==> src/rtl/i2s_rx_arbiter.sv <==
// i2s_rx_arbiter: round-robin, frame-locked merge of CN per-channel I2S sample streams into one AXI-stream.
// Latency: request seen in IDLE -> s_axis_tready next cycle -> m_axis_tvalid the cycle after; one idle cycle per frame.
// Backpressure: only the granted channel sees tready (= ~m_axis_tvalid | m_axis_tready); optional stall watchdog under `I2S_ARB_TIMEOUT_EN.
module i2s_rx_arbiter #(
  parameter int CN      = 16,
  parameter int DW      = 32,
  parameter int TIMEOUT = 1024,
  localparam int IW     = (CN > 1) ? $clog2(CN) : 1
) (
  input  logic              clk,
  input  logic              arst_n,
  input  logic [CN-1:0]     s_axis_tvalid,
  output logic [CN-1:0]     s_axis_tready,
  input  logic [DW*CN-1:0]  s_axis_tdata,
  input  logic [CN-1:0]     s_axis_tlast,
  input  logic [4*CN-1:0]   i_dst_fpga_index,
  input  logic [CN-1:0]     i_enable,
  output logic              m_axis_tvalid,
  input  logic              m_axis_tready,
  output logic [DW-1:0]     m_axis_tdata,
  output logic              m_axis_tlast,
  output logic [IW-1:0]     m_axis_tid,
  output logic [3:0]        m_axis_tdest,
  output logic              o_busy,
  output logic [15:0]       o_timeout_cnt
);

  localparam logic [0:0] ST_IDLE  = 1'b0;
  localparam logic [0:0] ST_GRANT = 1'b1;

  logic [0:0]    state_q, state_d;
  logic [IW-1:0] gnt_q, gnt_d;
  logic [IW-1:0] ptr_q, ptr_d;
  logic [3:0]    tdest_q, tdest_d;

  logic          m_vld_q;
  logic [DW-1:0] m_dat_q;
  logic          m_last_q;
  logic [IW-1:0] m_tid_q;
  logic [3:0]    m_dest_q;

  logic [CN-1:0] elig;
  logic          pick_vld;
  logic [IW-1:0] pick_idx;
  logic          busy;
  logic          out_rdy;
  logic          cur_vld;
  logic          cur_last;
  logic          accept;
  logic [IW-1:0] nxt_ptr;
  logic          to_fire;

  // Channel index k positions after base, wrapped at CN.
  function automatic logic [IW-1:0] rot(input logic [IW-1:0] base, input int k);
    int s;
    s = int'(base) + k;
    if (s >= CN) s = s - CN;
    return IW'(s);
  endfunction

  assign elig     = s_axis_tvalid & i_enable;
  assign busy     = (state_q == ST_GRANT);
  // Output register can take a beat when empty or draining this cycle.
  assign out_rdy  = ~m_vld_q | m_axis_tready;
  assign cur_vld  = s_axis_tvalid[gnt_q];
  assign cur_last = s_axis_tlast[gnt_q];
  assign accept   = busy & cur_vld & out_rdy;
  assign nxt_ptr  = (gnt_q == IW'(CN - 1)) ? '0 : gnt_q + IW'(1);

  // Rotated priority scan: walk backwards so the entry closest to ptr wins.
  always_comb begin
    pick_vld = 1'b0;
    pick_idx = '0;
    for (int k = CN - 1; k >= 0; k--) begin
      if (elig[rot(ptr_q, k)]) begin
        pick_vld = 1'b1;
        pick_idx = rot(ptr_q, k);
      end
    end
  end

  // Only the granted channel is offered ready; enables are ignored once locked.
  always_comb begin
    s_axis_tready = '0;
    if (busy) s_axis_tready[gnt_q] = out_rdy;
  end

  // Grant FSM: lock on a channel until its tlast (or a watchdog release).
  always_comb begin
    state_d = state_q;
    gnt_d   = gnt_q;
    ptr_d   = ptr_q;
    tdest_d = tdest_q;
    if (state_q == ST_IDLE) begin
      if (pick_vld) begin
        state_d = ST_GRANT;
        gnt_d   = pick_idx;
        tdest_d = i_dst_fpga_index[int'(pick_idx)*4 +: 4];
      end
    end else begin
      if ((accept && cur_last) || to_fire) begin
        state_d = ST_IDLE;
        ptr_d   = nxt_ptr;
      end
    end
  end

  // FSM and grant bookkeeping registers.
  always_ff @(posedge clk or negedge arst_n) begin
    if (!arst_n) begin
      state_q <= ST_IDLE;
      gnt_q   <= '0;
      ptr_q   <= '0;
      tdest_q <= '0;
    end else begin
      state_q <= state_d;
      gnt_q   <= gnt_d;
      ptr_q   <= ptr_d;
      tdest_q <= tdest_d;
    end
  end

  // Single-stage output register; holds its beat until the sink takes it.
  always_ff @(posedge clk or negedge arst_n) begin
    if (!arst_n) begin
      m_vld_q  <= 1'b0;
      m_dat_q  <= '0;
      m_last_q <= 1'b0;
      m_tid_q  <= '0;
      m_dest_q <= '0;
    end else if (accept) begin
      m_vld_q  <= 1'b1;
      m_dat_q  <= s_axis_tdata[int'(gnt_q)*DW +: DW];
      m_last_q <= cur_last;
      m_tid_q  <= gnt_q;
      m_dest_q <= tdest_q;
    end else if (m_axis_tready) begin
      m_vld_q  <= 1'b0;
    end
  end

`ifdef I2S_ARB_TIMEOUT_EN
  logic [15:0] to_cnt_q, to_cnt_d;
  logic [15:0] to_tot_q;
  logic        stall;

  // A stall is a granted cycle where the locked channel has nothing to offer.
  assign stall   = busy & ~cur_vld;
  assign to_fire = stall & (to_cnt_q == 16'(TIMEOUT - 1));

  // Stall counter restarts on every grant and on every accepted beat.
  always_comb begin
    to_cnt_d = to_cnt_q;
    if (!busy || accept) to_cnt_d = '0;
    else if (stall)      to_cnt_d = to_cnt_q + 16'd1;
  end

  // Stall counter and saturating forced-release tally.
  always_ff @(posedge clk or negedge arst_n) begin
    if (!arst_n) begin
      to_cnt_q <= '0;
      to_tot_q <= '0;
    end else begin
      to_cnt_q <= to_cnt_d;
      if (to_fire && (to_tot_q != 16'hFFFF)) to_tot_q <= to_tot_q + 16'd1;
    end
  end

  assign o_timeout_cnt = to_tot_q;
`else
  // Without the watchdog a grant is held until tlast; TIMEOUT has no effect.
  assign to_fire       = 1'b0;
  assign o_timeout_cnt = 16'(TIMEOUT) & 16'h0000;
`endif

  assign m_axis_tvalid = m_vld_q;
  assign m_axis_tdata  = m_dat_q;
  assign m_axis_tlast  = m_last_q;
  assign m_axis_tid    = m_tid_q;
  assign m_axis_tdest  = m_dest_q;
  assign o_busy        = busy;

endmodule

==> config.mk <==
export PLATFORM = sky130hd
export DESIGN_NAME = i2s_rx_arbiter
export DESIGN_NICKNAME = d
export VERILOG_FILES = /design/src/rtl/i2s_rx_arbiter.sv
export SDC_FILE = /design/constraint.sdc
export NUM_CORES = 1
export LEC_CHECK = 0
export CORE_AREA = 2 2 273 275
export CTS_CLUSTER_DIAMETER = 80
export CTS_CLUSTER_SIZE = 10
export DETAILED_ROUTE_END_ITERATION = 10
export DIE_AREA = 0 0 275 277
export HOLD_SLACK_MARGIN = 0.06
export PLACE_DENSITY = 0.39
export SLEW_MARGIN = 15
export SYNTH_ARGS = -nofsm -noshare
export SYNTH_HDL_FRONTEND = slang
export SYNTH_SLANG_ARGS = --single-unit
==> constraint.sdc <==
create_clock -name clk -period 7.8 [get_ports clk]
set_clock_uncertainty 0.2 [all_clocks]
set_input_delay 0.78 -clock clk [delete_from_list [all_inputs] [get_ports clk]]
set_output_delay 0.78 -clock clk [all_outputs]
set_load 0.01 [all_outputs]
==> results of run 1 <==
Yosys cell counts, drive strengths merged (11+ instances only):
cell type    n  share of area
o2111ai     15          0.013
inv         16         0.0060
nand3       14         0.0075
mux2i       48          0.050
nand4       29          0.018
o22ai       15         0.0094
and2        18          0.011
dfrtp       55           0.14
a21oi       18         0.0094
mux2        48          0.054
clkbuf      40          0.015
nand2       71          0.027
nor2        49          0.018
ha          11          0.014
a21o        11         0.0082
buf         58          0.035
o21ai       22          0.011
mux4       198           0.45
per-stage QoR:
| stage | power [mW] | util | hold WS (ns) | instances |
|---|---|---|---|---|
| floorplan | 5.16 | - | 0.273 | 889 |
| global placement | 7.44 | 0.243 | 0.278 | 2467 |
| detailed placement | 7.37 | 0.243 | 0.275 | 2467 |
| CTS | 7.70 | 0.245 | 0.294 | 2475 |
| global route | 8.12 | 0.245 | 0.327 | 2480 |
| finish | 7.58 | 0.245 | 0.288 | 2490 |
worst max-delay path: stages, from the launching register on:
cell and delay (ns):
dfrtp_1 0.33, buf_4 0.33, inv_1 0.12, buf_4 0.24
ha_1 0.29, xnor2_1 0.69, o2111ai_1 0.23, nand4_1 0.26
mux2i_1 0.25, a211oi_1 0.45, o211ai_1 0.19, a211oi_1 0.39
a41o_1 0.24, buf_4 0.39, mux2i_1 0.30, mux2i_1 0.10
mux2_2 0.28, a221o_1 0.31
layer usage:
metal  wire length (µm)  share of wire  up-vias
met5                 99         0.0013        -
met4               1560          0.020       14
met3               5970          0.078      105
met2              40100           0.52      586
met1              28800           0.38     5896
li1                   -              -     4890
sequential cells by signal, summed over array words and instances (netlist names):
register	flops
m_axis_tdata	32
gnt_q	4
m_axis_tdest	4
m_axis_tid	4
ptr_q	4
tdest_q	4
m_axis_tlast	1
m_axis_tvalid	1
o_busy	1
cell families after synthesis:
family          share of synthesized area
other cells                      0.000374
buf+inv                            0.0559
compound gates                      0.107
simple gates                        0.119
mux                                 0.549
fa+ha+maj                          0.0137
flops                               0.137
xor+xnor                           0.0172
how the worst max path moves through the flow:
stage	slack (ns)	end	from
finish	2.05	tdest_q[2]$_DFFE_PN0P_	ptr_q[1]$_DFFE_PN0P_
global route	1.82	tdest_q[2]$_DFFE_PN0P_	ptr_q[1]$_DFFE_PN0P_
CTS	2.05	tdest_q[2]$_DFFE_PN0P_	ptr_q[1]$_DFFE_PN0P_
detailed placement	2.10	tdest_q[2]$_DFFE_PN0P_	ptr_q[1]$_DFFE_PN0P_
global placement	2.00	tdest_q[2]$_DFFE_PN0P_	ptr_q[1]$_DFFE_PN0P_
floorplan	2.97	tdest_q[2]$_DFFE_PN0P_	ptr_q[1]$_DFFE_PN0P_
power groups by stage:
stage | clock network (mW) | registers, mW | logic [mW]
floorplan | 0 | 0.574 | 4.59
global placement | 0 | 0.685 | 6.75
detailed placement | 0 | 0.683 | 6.69
CTS | 0.306 | 0.682 | 6.72
global route | 0.308 | 0.706 | 7.11
finish | 0.285 | 0.670 | 6.63
area by class of cell:
class / count / area [µm²]
Multi-Input combinational cell: 720 / 8160
Tap cell: 969 / 1210
Clock inverter: 1 / 7.51
Sequential cell: 55 / 1390
Inverter: 16 / 60.1
Fill cell: 7822 / 55500
Timing Repair Buffer: 707 / 7030
Antenna cell: 15 / 37.5
Clock buffer: 7 / 153
==> flow_metrics.tcl, run 1 <==
set metrics [dict create \
    clkTransAtPathRegs_ns 0.09 \
    globalRoute.totalOverflow 0 \
    grt_setup_unrepaired "no" \
    timing_worst_slew_pin_value_ns 1.03 \
    die-width_um 275 \
    power.clock.fraction 0.038 \
    ctsHoldBuffers 0 \
    timing.final.setup_violations 0 \
    postSynthCellCount 874 \
    synth.ff_latch_count 55 \
    hold_path_end "m_axis_tdest[1]$_DFFE_PN0P_" \
    grt_antenna_before_repair 52 \
    sum_neg_setup_slack_ns 0 \
    netlist_area_um2 10000 \
    viasPerCell 4.61 \
    remaining_drc_errors 0 \
    placeableCoreArea_um2 73600 \
    post_route_cells_drive_above_1_share 0.198 \
    report.final.hold_viol_count 0 \
    r2r_setup_slack_ns 2.05 \
    detailed_route_iter0_violations 792 \
    synth_cell_type_count 74 \
    slew_viol_final 0 \
    buffer_ports.inserted 685 \
    global_route.usage.met3 0.0562 \
    tritoncts.num_buffers 5 \
    via_count 11500 \
    gp_congestion 0.951 \
    first_global_vias 12100 \
    switching_share 0.510 \
    clk-insertion-delay-late_ns 0.34 \
    grt_util_met2 0.359 \
    power.density_nw_per_um2 420 \
    power.share.combinational 0.874 \
    cellInternalPower_mw 3.72 \
    drt-pass1-iter-count 5 \
    clock_path_buffers 2 \
    data_arrival_time_of_the_critical_path_ns 5.76 \
    post_dp_cell_area_um2 17900 \
    tritoncts "done" \
    avgRoutedWirePerCell_um 30.7 \
    timing.hold.worst.start "m_axis_tdest[1]$_DFFE_PN0P_" \
    r2r-start "ptr_q[1]$_DFFE_PN0P_" \
    cts_htree_levels 2 \
    postRouteAntennaNets 0 \
    synth-async-reset-ratio 1.00 \
    cts-resized-gates 0 \
    worst_r2r_path_depth 17 \
    vdd.ir_drop.worst_mv 0.254 \
    finalWorstSetupSlack_ns 2.05 \
    largest_net_degree_at_the_start_of_global_routing 78 \
    cts_post_setup_buffers_inserted 0 \
    final_area_um2 18000 \
    timing.critical_path.to_type "flop" \
    clkSinkCount 55 \
    grt_pass1_wl_um 103000 \
    grt_util_all_layers 0.196 \
    synth_seq_area_share 0.137 \
    sequentialPowerShare 0.088 \
    initial_utilization 0.136 \
    syn-mean-instance-area_um2 11.5 \
    run_status "finished, final reports clean" \
    dieHeight_um 277 \
    fmax_mhz 174 \
    power.leakage_nw 6.29 \
    detail_route.wirelength_um 76600 \
    max-cap-violations 0 \
    p_switching_mw 3.87 \
    critPathKind "flop to flop" \
    top_usage_layer "met2" \
    cp_max_fo 29 \
    synth-edff-count 0 \
    floorplan.die_area_um2 76200 \
    dpl_worst_slack_ns 2.10 \
    synthFlopType "dfrtp_1" \
    fin_nets 2143 \
    syn2layout_area_growth_pct 80.1 \
    use_met1 0.226 \
    hold_path_depth 2 \
    critPathRequiredTime_ns 7.81 \
    most-common-layout-cells "clkdlybuf4s50_1 (684), mux4_2 (197), nand2_1 (70)" \
    yosysWarningCount 0 \
    pin_count 702 \
    cts_root_buffer "clkbuf_16" \
    relSlewSlack 0.310 \
    shortest_clock_period_the_worst_path_allows_after_layout_ns 5.75 \
    detailedPlacementHpwl_um 65500 \
    crit-reg2reg-capture "tdest_q[2]$_DFFE_PN0P_" \
    mostFrequentLayoutCell "clkdlybuf4s50_1" \
    hold_path.class "flop to flop" \
    worstSetupStartpointType "flop" \
    final_min_period_over_clock_period 0.737 \
    rows 100 \
]
Note: power is estimated with default switching activity, not from simulation.
==> run 2, diff against run 1 <==
--- a/config.mk
+++ b/config.mk
@@ -5,11 +5,11 @@
 export SDC_FILE = /design/constraint.sdc
 export NUM_CORES = 1
 export LEC_CHECK = 0
-export CORE_AREA = 2 2 273 275
+export CORE_AREA = 2 2 276 278
 export CTS_CLUSTER_DIAMETER = 80
 export CTS_CLUSTER_SIZE = 10
 export DETAILED_ROUTE_END_ITERATION = 10
-export DIE_AREA = 0 0 275 277
+export DIE_AREA = 0 0 278 280
 export HOLD_SLACK_MARGIN = 0.06
 export PLACE_DENSITY = 0.39
 export SLEW_MARGIN = 15
==> constraint.sdc (replaced) <==
create_clock -name clk -period 5.8 [get_ports clk]
set_clock_uncertainty 0.2 [all_clocks]
set_input_delay 0.58 -clock clk [delete_from_list [all_inputs] [get_ports clk]]
set_output_delay 0.58 -clock clk [all_outputs]
set_load 0.01 [all_outputs]
==> flow_metrics.tcl, run 2 (synthesis results as in run 1) <==
set metrics [dict create \
    rows 101 \
    timing_worst_slew_pin_value_ns 1.03 \
    dpl_worst_slack_ns 0.529 \
    clk-insertion-delay-late_ns 0.33 \
    largest_net_degree_at_the_start_of_global_routing 82 \
    grt_antenna_before_repair 64 \
    run_status "finished, final reports clean" \
    cts_post_setup_buffers_inserted 0 \
    initial_utilization 0.133 \
    viasPerCell 4.64 \
    cp_max_fo 21 \
    detail_route.wirelength_um 76200 \
    power.leakage_nw 6.30 \
    seqCellArea_um2 1390 \
    data_arrival_time_of_the_critical_path_ns 5.04 \
    report.final.hold_viol_count 0 \
    postRouteAntennaNets 0 \
    globalRoute.totalOverflow 0 \
    most-common-layout-cells "clkdlybuf4s50_1 (684), mux4_2 (197), nand2_1 (70)" \
    drt-pass1-iter-count 7 \
    largest_register_ff_count 32 \
    final_min_period_over_clock_period 0.865 \
    area_of_the_multi_input_gates_um2 8160 \
    buffer_ports.inserted 685 \
    timing.critical_path.to_type "flop" \
    pin_count 702 \
    worstSetupStartpointType "flop" \
    fin_worst_hold_slack_ns 0.141 \
    tritoncts.num_buffers 5 \
    relSlewSlack 0.311 \
    max-cap-violations 0 \
    gp_congestion 0.937 \
    clock_path_buffers 2 \
    avgRoutedWirePerCell_um 30.4 \
    via_count 11600 \
    grt_util_all_layers 0.189 \
    crit-reg2reg-capture "tdest_q[2]$_DFFE_PN0P_" \
    post_route_cells_drive_above_1_share 0.199 \
    cts_root_buffer "clkbuf_16" \
    cts-resized-gates 0 \
    fmax_mhz 199 \
    detailed_route_iter0_violations 1004 \
    detailedPlacementHpwl_um 65800 \
    syn2layout_area_growth_pct 80.5 \
    cts_htree_levels 2 \
    critPathRequiredTime_ns 5.82 \
    critPathKind "flop to flop" \
    r2r_setup_slack_ns 0.78 \
    grt_pass1_wl_um 102000 \
    floorplan.die_area_um2 77800 \
    finalWorstSetupSlack_ns 0.780 \
    clkTransAtPathRegs_ns 0.10 \
    r2r-start "ptr_q[1]$_DFFE_PN0P_" \
    mostFrequentLayoutCell "clkdlybuf4s50_1" \
    shortest_clock_period_the_worst_path_allows_after_layout_ns 5.02 \
    worst_r2r_path_depth 15 \
    grt_setup_unrepaired "no" \
    hold_path.class "primary input to asynchronous set/reset pin" \
    vdd.ir_drop.worst_mv 0.382 \
    placeableCoreArea_um2 75200 \
    timing.final.setup_violations 0 \
    sum_neg_setup_slack_ns 0 \
    dieHeight_um 280 \
    ctsHoldBuffers 0 \
    clkSinkCount 55 \
    n_fill_cell 7977 \
    die-width_um 278 \
    slew_viol_final 0 \
    tritoncts "done" \
    power.density_nw_per_um2 567 \
    fin_nets 2146 \
    remaining_drc_errors 0 \
    first_global_vias 12100 \
]
==> run 2: cell count changes in the layout (fill, tap and decap cells not counted), sizes merged <==
cell and change:
clkbuf -2, inv +1, diode +3, clkinv +1, buf +3
==> run 2: stage by stage <==
step,instance area [µm²],util,power [mW],cells
4_1_cts,18100,0.240,10.4,2487
5_1_grt,18100,0.240,11.0,2494
3_3_place_gp,17900,0.238,10.1,2479
3_5_place_dp,17900,0.238,9.97,2479
6_report,18100,0.241,10.3,2505
2_1_floorplan,10100,-,6.94,889
==> run 2: worst max-delay path by stage <==
stage                               startpoint                      to  slack [ns]
after floorplan           ptr_q[1]$_DFFE_PN0P_  tdest_q[2]$_DFFE_PN0P_        0.97
after global placement        s_axis_tvalid[7]  tdest_q[2]$_DFFE_PN0P_        0.52
after detailed placement      s_axis_tvalid[7]  tdest_q[2]$_DFFE_PN0P_        0.53
after CTS                 ptr_q[1]$_DFFE_PN0P_  tdest_q[2]$_DFFE_PN0P_        0.81
after global routing      ptr_q[1]$_DFFE_PN0P_  tdest_q[2]$_DFFE_PN0P_        0.55
final                     ptr_q[1]$_DFFE_PN0P_  tdest_q[2]$_DFFE_PN0P_        0.78
==> run 2: power breakdown <==
part           internal, mW  total (mW)  switching, mW
clock network         0.166       0.365          0.198
registers             0.600       0.904          0.304
logic                  4.28        8.99           4.71
total                  5.04        10.3           5.22
==> run 2: critical path, cell delays in order, from the launching register on <==
cell and delay, ns:
dfrtp_1 0.38, inv_1 0.10, buf_4 0.29, ha_1 0.28
xor2_1 0.55, mux4_2 0.32, mux2i_1 0.13, and2_1 0.23
o21ai_0 0.29, a211oi_1 0.12, a2111oi_0 0.62, a2bb2oi_2 0.54
or2_2 0.26, o32ai_1 0.09, a21o_1 0.18, a221o_1 0.33
==> run 2: area by class of cell <==
| type | instances | share of cell area |
|---|---|---|
| clock buffer | 5 | 0.00691 |
| timing repair buffer | 710 | 0.391 |
| clock inverter | 3 | 0.00152 |
| inverter | 16 | 0.00332 |
| multi-input combinational | 720 | 0.451 |
| sequential | 55 | 0.0768 |
| antenna | 18 | 0.00249 |
| tap | 978 | 0.0676 |
==> run 2: routing by layer <==
| metal | wire length [µm] | vias to the layer above | part of all wire | GRT usage |
|---|---|---|---|---|
| met5 | 149 | - | 0.0020 | 0 |
| met4 | 2820 | 22 | 0.037 | 0.0528 |
| met3 | 5740 | 137 | 0.075 | 0.0470 |
| met2 | 39100 | 661 | 0.51 | 0.347 |
| met1 | 28400 | 5908 | 0.37 | 0.217 |
| li1 | - | 4903 | - | - |
==> run 3, diff against run 2 <==
--- a/config.mk
+++ b/config.mk
@@ -6,7 +6,7 @@
 export NUM_CORES = 1
 export LEC_CHECK = 0
 export CORE_AREA = 2 2 276 278
-export CTS_CLUSTER_DIAMETER = 80
+export CTS_CLUSTER_DIAMETER = 40
 export CTS_CLUSTER_SIZE = 10
 export DETAILED_ROUTE_END_ITERATION = 10
 export DIE_AREA = 0 0 278 280
==> results of run 3 <==
Same layout as run 2: the final DEF is identical, and so are final timing and power.
